## src/rtl/sdram_rw_arbiter.sv

```systemverilog
// Shares the single SDRAM controller port between the write-FIFO drain path and the
// read-FIFO fill path, issuing round-robin bursts from two circular address pointers.
module sdram_rw_arbiter #(
  parameter int unsigned SC_BL  = 8,
  parameter int unsigned RD_THR = 128,
  parameter int unsigned COL_W  = 9,
  parameter int unsigned ROW_W  = 13,
  parameter int unsigned BANK_W = 2
) (
  input  logic                              Clk,
  input  logic                              Rst,
  input  logic                              Init_done,
  input  logic                              Wr_load,
  input  logic [BANK_W+ROW_W+COL_W-1:0]     Wr_addr,
  input  logic [BANK_W+ROW_W+COL_W-1:0]     Wr_max_addr,
  input  logic [7:0]                        Wr_fifo_rduse,
  input  logic                              Rd_load,
  input  logic [BANK_W+ROW_W+COL_W-1:0]     Rd_addr,
  input  logic [BANK_W+ROW_W+COL_W-1:0]     Rd_max_addr,
  input  logic [7:0]                        Rd_fifo_wruse,
  input  logic                              Wdata_done,
  input  logic                              Rdata_done,
  output logic                              Sd_wr,
  output logic                              Sd_rd,
  output logic [COL_W-1:0]                  Sd_caddr,
  output logic [ROW_W-1:0]                  Sd_raddr,
  output logic [BANK_W-1:0]                 Sd_baddr,
  output logic                              Busy
);

  localparam int unsigned AW = BANK_W + ROW_W + COL_W;

  localparam logic [1:0] StIdle    = 2'd0;
  localparam logic [1:0] StWrBurst = 2'd1;
  localparam logic [1:0] StRdBurst = 2'd2;

  localparam logic [AW-1:0] BurstInc   = AW'(SC_BL);
  localparam logic [7:0]    BurstWords = 8'(SC_BL);
  localparam logic [7:0]    RdThr      = 8'(RD_THR);

  logic [1:0]    state_q, state_d;
  logic          last_wr_q, last_wr_d;  // 1: most recent grant went to the write side
  logic [AW-1:0] addr_q, addr_d;
  logic [AW-1:0] wr_ptr_q, wr_ptr_d;
  logic [AW-1:0] rd_ptr_q, rd_ptr_d;

  logic wr_req, rd_req;
  logic wr_fin, rd_fin;

  assign wr_req = Init_done & ~Wr_load & (Wr_fifo_rduse >= BurstWords);
  assign rd_req = Init_done & ~Rd_load & (Rd_fifo_wruse < RdThr);

  // Done pulses only count in the matching burst state.
  assign wr_fin = (state_q == StWrBurst) & Wdata_done;
  assign rd_fin = (state_q == StRdBurst) & Rdata_done;

  always_comb begin
    state_d   = state_q;
    last_wr_d = last_wr_q;
    addr_d    = addr_q;
    unique case (state_q)
      StIdle: begin
        if (wr_req && (!rd_req || !last_wr_q)) begin
          state_d   = StWrBurst;
          addr_d    = wr_ptr_q;
          last_wr_d = 1'b1;
        end else if (rd_req) begin
          state_d   = StRdBurst;
          addr_d    = rd_ptr_q;
          last_wr_d = 1'b0;
        end
      end
      StWrBurst: if (wr_fin) state_d = StIdle;
      StRdBurst: if (rd_fin) state_d = StIdle;
      default:   state_d = StIdle;
    endcase
  end

  // Load beats a coincident done, so a reload is never advanced in the same cycle.
  always_comb begin
    wr_ptr_d = wr_ptr_q;
    if (Wr_load) begin
      wr_ptr_d = Wr_addr;
    end else if (wr_fin) begin
      wr_ptr_d = (wr_ptr_q == Wr_max_addr - BurstInc) ? Wr_addr : wr_ptr_q + BurstInc;
    end
  end

  always_comb begin
    rd_ptr_d = rd_ptr_q;
    if (Rd_load) begin
      rd_ptr_d = Rd_addr;
    end else if (rd_fin) begin
      rd_ptr_d = (rd_ptr_q == Rd_max_addr - BurstInc) ? Rd_addr : rd_ptr_q + BurstInc;
    end
  end

  always_ff @(posedge Clk) begin
    if (Rst) begin
      state_q   <= StIdle;
      last_wr_q <= 1'b0;
      addr_q    <= '0;
      wr_ptr_q  <= Wr_addr;
      rd_ptr_q  <= Rd_addr;
    end else begin
      state_q   <= state_d;
      last_wr_q <= last_wr_d;
      addr_q    <= addr_d;
      wr_ptr_q  <= wr_ptr_d;
      rd_ptr_q  <= rd_ptr_d;
    end
  end

  assign Sd_wr    = (state_q == StWrBurst);
  assign Sd_rd    = (state_q == StRdBurst);
  assign Busy     = (state_q != StIdle);
  assign Sd_caddr = addr_q[COL_W-1:0];
  assign Sd_raddr = addr_q[COL_W+ROW_W-1:COL_W];
  assign Sd_baddr = addr_q[AW-1:COL_W+ROW_W];

endmodule

```

## config.mk

```make
export PLATFORM = sky130hd
export DESIGN_NAME = sdram_rw_arbiter
export DESIGN_NICKNAME = d
export VERILOG_FILES = /design/src/rtl/sdram_rw_arbiter.sv
export SDC_FILE = /design/constraint.sdc
export NUM_CORES = 1
export LEC_CHECK = 0
export CORE_ASPECT_RATIO = 1.25
export CORE_MARGIN = 2
export CORE_UTILIZATION = 25
export DETAILED_ROUTE_END_ITERATION = 12
export HOLD_SLACK_MARGIN = 0.05
export PLACE_DENSITY = 0.51
export SYNTH_ARGS = -nofsm -noshare
export SYNTH_HDL_FRONTEND = slang
export SYNTH_SLANG_ARGS = --single-unit
```

## constraint.sdc

```tcl
create_clock -name Clk -period 9.8 [get_ports Clk]
set_clock_uncertainty 0.15 [all_clocks]
set_input_delay 1.96 -clock Clk [delete_from_list [all_inputs] [get_ports Clk]]
set_output_delay 1.96 -clock Clk [all_outputs]
set_load 0.03 [all_outputs]
```

[Yosys cells after proc, flatten, opt, wreduce, memory -nomap -nowiden]
Cells that the tools add are included.
Storage, ports and cells
  register bits: 75
  output and inout bits: 27
Operators by class
  $add $sub $neg: 4
  bitwise logic cells: 8
  muxes and demuxes: 17
  reduce and logical (&&, ||, !) cells: 11
  $lt $le $gt $ge: 2
  equal/unequal tests: 7
Operator list (count)
  two-way mux 24 bit: 10
  adder 24 x 4 -> 24 bit (second input constant): 2
  == test 24 bit: 2
  subtractor 24 x 4 -> 24 bit (second input constant): 2
  >= comparator 8 x 4 -> 1 bit (second input constant): 1
  less-than comparator 8 bit (second input constant): 1
  two-way mux 2 bit: 4
  AND 1 bit: 6
  one-hot mux 2 bit (3 select lines): 1
  nonzero test 3 bit: 2
  != test 2 x 1 -> 1 bit (second input constant): 2
  nonzero test 2 bit: 2
  != test 3 bit (second input constant): 1
  AND reduction 3 bit: 1
  == test 2 x 1 -> 1 bit (second input constant): 1
  == test 2 bit (second input constant): 1
  zero test 1 bit: 2
  zero test 2 bit: 1
  two-way mux 1 bit: 2
  inverter 1 bit: 2
  AND reduction 2 bit: 1
  logical AND 1 bit: 1
  logical OR 1 bit: 1

[Depth between registers and ports, before layout]
  depth in word-level cells: 8
  gate-level depth with buffers: 13
  depth with buffers taken out: 10

[Least setup slack after synthesis]
OpenSTA, ideal clock, no wires.
  path kind: input -> register
  start: input Rd_max_addr[3]
  end: register rd_ptr_q[10] (data pin)
  required time: 9.390 ns
  library setup time: 0.260 ns
  stages: 13
  arrival time: 4.627 ns
  setup slack: 4.762 ns
  cells stage by stage: inv_1 > ha_1 > buf_4 > or4b_1 > buf_2 > nor4_4 > nand2_1 > xnor2_1 > a2111o_1 > nor4_4 > a31oi_4 > buf_6 > mux2_4
On the way
  word-level cells in the longest chain between the ends: 6
Ends and longest elaborated chain
  from (decl): RTL line 19  | input logic [BANK_W+ROW_W+COL_W-1:0] Rd_max_addr,
  subtractor 24 x 4 -> 24 bit: RTL line 94  | rd_ptr_d = (rd_ptr_q == Rd_max_addr - BurstInc) ? Rd_addr : rd_ptr_q + BurstInc;
  == test 24 bit: RTL line 94
  two-way mux 24 bit: RTL line 94
  two-way mux 24 bit: RTL line 93  | end else if (rd_fin) begin
  two-way mux 24 bit: RTL line 91  | if (Rd_load) begin
  two-way mux 24 bit: RTL line 99  | if (Rst) begin
  to (signal assigned): RTL line 104  | rd_ptr_q <= Rd_addr;
  to (signal assigned): RTL line 110  | rd_ptr_q <= rd_ptr_d;
  to (decl): RTL line 45  | logic [AW-1:0] rd_ptr_q, rd_ptr_d;
Every way passes these cells. The select of a mux whose other input is x is not followed.
A chain may end at the register's enable or synchronous reset.

[Worst setup path after layout]
  start: input Rd_max_addr[3]
  end: register rd_ptr_q[7] (data pin)
The elaborated chain is that of the path after synthesis.

==> metrics.txt <==
outcome=complete, no violations; Final HPWL DP=13.3 mm; post-layout util=34.0%; Final setup viols=0; crit share post-route=61.2%; Vias=4,660; Initial DRC Count=265; Routed WL=16.7 mm; total global-route track usage=13.9%; Area contributors post-synth=edfxtp_1, xnor2_1, dfxtp_1; crit path capture type=flip-flop; pwr dens=138 nW/um^2; CP delay by family, top=simple AND/OR/NAND/NOR gates; crit path cell chain=clkdlybuf4s50_1, inv_1, ha_1, or4b_1, nor4_4, nand2_1, xnor2_1, a2111o_1, nor4_4, a31oi_4, mux2_2; slowest CP cell=a31oi_4; vias in the first global route=4,527; first-pass GRT wire length=between 20 and 30 mm; top cell type by total area after synthesis=edfxtp_1; port bufs=135; # fillers=roughly 2,300; number of CTS-inserted buffers=9; Synth warnings=0; Synth Instances=~580; number of synthesized flops with an enable pin=48; CP Class=primary input to flip-flop; Cell Rows=61; final net count=about 820; max-cap viol count=0; peak supply drop=0.0726 mV; Post-CTS Resized=0; share of cells above drive strength 1=10.4%; Mapped Avg Cell Area=9.79 sq um; via/cell ratio=4.73; drt pass-1 iters=4; Post-synth top cells=xnor2_1, nor2_1, edfxtp_1; Fmax achieved=167 MHz; largest net degree at the start of global routing=roughly 50; Core Footprint=22,300 sq um; Cell Count, Final, Fillers Out=986; area delta synth->final=33.8%; critical path's most frequent cell=nor4_4; wire per inst=17.0 um; H-tree levels=3; placed cell count=970; Clock Tree Buf Depth=2; Residual DRC=0; Primary FF master, synth=edfxtp_1; top-level port count=146; Worst Path Max Fanout=25; hold_buf cts=0; unrepaired setup endpoints after global routing=no; FFs w/ async S/R, synth=0%; post-layout minimum cycle time=6.00 ns; Clock Sinks=75; root buffer cell=clkbuf_16; initial antenna violation count=0; crit start category=primary input; FF+latch count, synth=75; Starting Density=25.4%; die width=approximately 140 um; syn nets=702; grt total ovfl=0; count leader, synth=xnor2_1; Slew headroom=25.0%; CP Data Required Time=9.74 ns; post-CTS setup buffer count=0; Netlist Area Pre-Place=5670 sq um; post-route ant nets=0; Leak=0.00272 uW; worst min path class=flip-flop to flip-flop; CP arrival=around 5.9 ns; worst slew pin tran=1.12 ns; Final Power=1050 uW; post-synthesis sequential area ratio=35.0%; Worst-path clk slew=approximately 0.060 ns; Yosys cell types=between 50 and 60; Die Span Y=172 um; TritonCTS clock tree=built; Final TNS setup=0 ns; CP max stage delay=around 0.83 ns; Diodes inserted=0; Final Max Slew Viols=0; RD Place Congestion=~0.84; die area=23,900 sq um; Yosys top cell area share=25.4%; Buf/Inv on CP=2; Final Hold Fails=0; Clk Latency, worst-skew pair=0.34 ns
==> worst paths after layout <==
kind                                     start           to  slack [ns]  cells past startpoint
worst max-delay path            Rd_max_addr[3]  rd_ptr_q[7]        3.80                     11
worst min-delay path                state_q[1]   state_q[0]        0.32                      1
worst max register to register     rd_ptr_q[3]  rd_ptr_q[2]        6.37                      8
worst min register to register      state_q[1]   state_q[0]        0.32                      1
==> state kept, by name, indices dropped and copies added (netlist names) <==
name,cells
rd_ptr_q,24
last_wr_q,1
addr_q,24
state_q,2
wr_ptr_q,24
==> power breakdown <==
part | total [uW] | switching (uW) | internal [uW]
Combinational | 261 | 122 | 139
Clock | 369 | 144 | 225
Sequential | 420 | 46.3 | 374
Total | 1050 | 312 | 738
==> per-stage QoR <==
stage               worst slack, ns  hold WS, ns  cell area [sq um]
floorplan                      4.76        0.277               5670
global placement               3.42        0.310               7260
detailed placement             3.43        0.306               7260
CTS                            3.78        0.329               7590
global route                   3.61        0.358               7590
finish                         3.80        0.324               7590
==> routing by layer <==
layer	GRT usage, %	share of wire, %	wire [um]
met5	0	0	0
met4	2.90	1.0	174
met3	2.63	4.2	710
met2	24.0	48	8060
met1	18.1	47	7770
==> final cells by class <==
cell class,count,area (sq um),share of cell area [%]
multi-input combinational,462,3510,46.2
timing repair buffer,138,1370,18.1
tap,283,354,4.67
sequential,75,1980,26.1
inverter,12,45.0,0.594
clock inverter,7,98.8,1.30
clock buffer,9,225,2.97
==> cell usage in the layout (no fill, tap or decap), types with 3 or more instances in the layout <==
| cell | count |
|---|---|
| or4_1 | 7 |
| xnor2_1 | 67 |
| or2_2 | 3 |
| nor3_1 | 20 |
| nand2b_1 | 5 |
| or3_1 | 3 |
| and4_1 | 4 |
| nand3_1 | 30 |
| mux2i_1 | 27 |
| a31oi_1 | 5 |
| dfxtp_1 | 27 |
| nor4_1 | 10 |
| and3_1 | 14 |
| nor2b_1 | 11 |
| mux2_2 | 11 |
| nand2_1 | 28 |
| nor2_1 | 56 |
| a211oi_1 | 24 |
| nor4_4 | 4 |
| edfxtp_1 | 48 |
| a21oi_1 | 12 |
| mux2_4 | 28 |
| xor2_1 | 28 |
| inv_1 | 12 |
| nor4b_1 | 3 |
| clkdlybuf4s50_1 | 135 |
| buf_4 | 3 |
| ha_1 | 4 |
| nand4_1 | 12 |
| clkbuf_16 | 9 |
| o21ai_0 | 10 |
==> logic make-up after synthesis <==
logic type               after synthesis  share of synthesized area (%)
AO/OA/AOI/OAI                         76                           9.84
XOR/XNOR                              95                           14.7
flip-flops                            75                           35.0
multiplexers                          66                           14.4
buffers and inverters                 42                           3.60
AND/OR/NAND/NOR                      221                           21.7
adder cells (fa/ha/maj)                4                          0.883
==> worst register-to-register path, cell delays in order, from the launching register on <==
cell      delay [ns]
edfxtp_1        0.52
xor2_1          0.25
nand3_1         0.13
nor4_1          0.33
nand4_1         0.13
a2111o_1        0.42
nor4_4          0.34
a31oi_4         0.44
nor2b_1         0.40
Note: power is estimated with default switching activity, not from simulation.
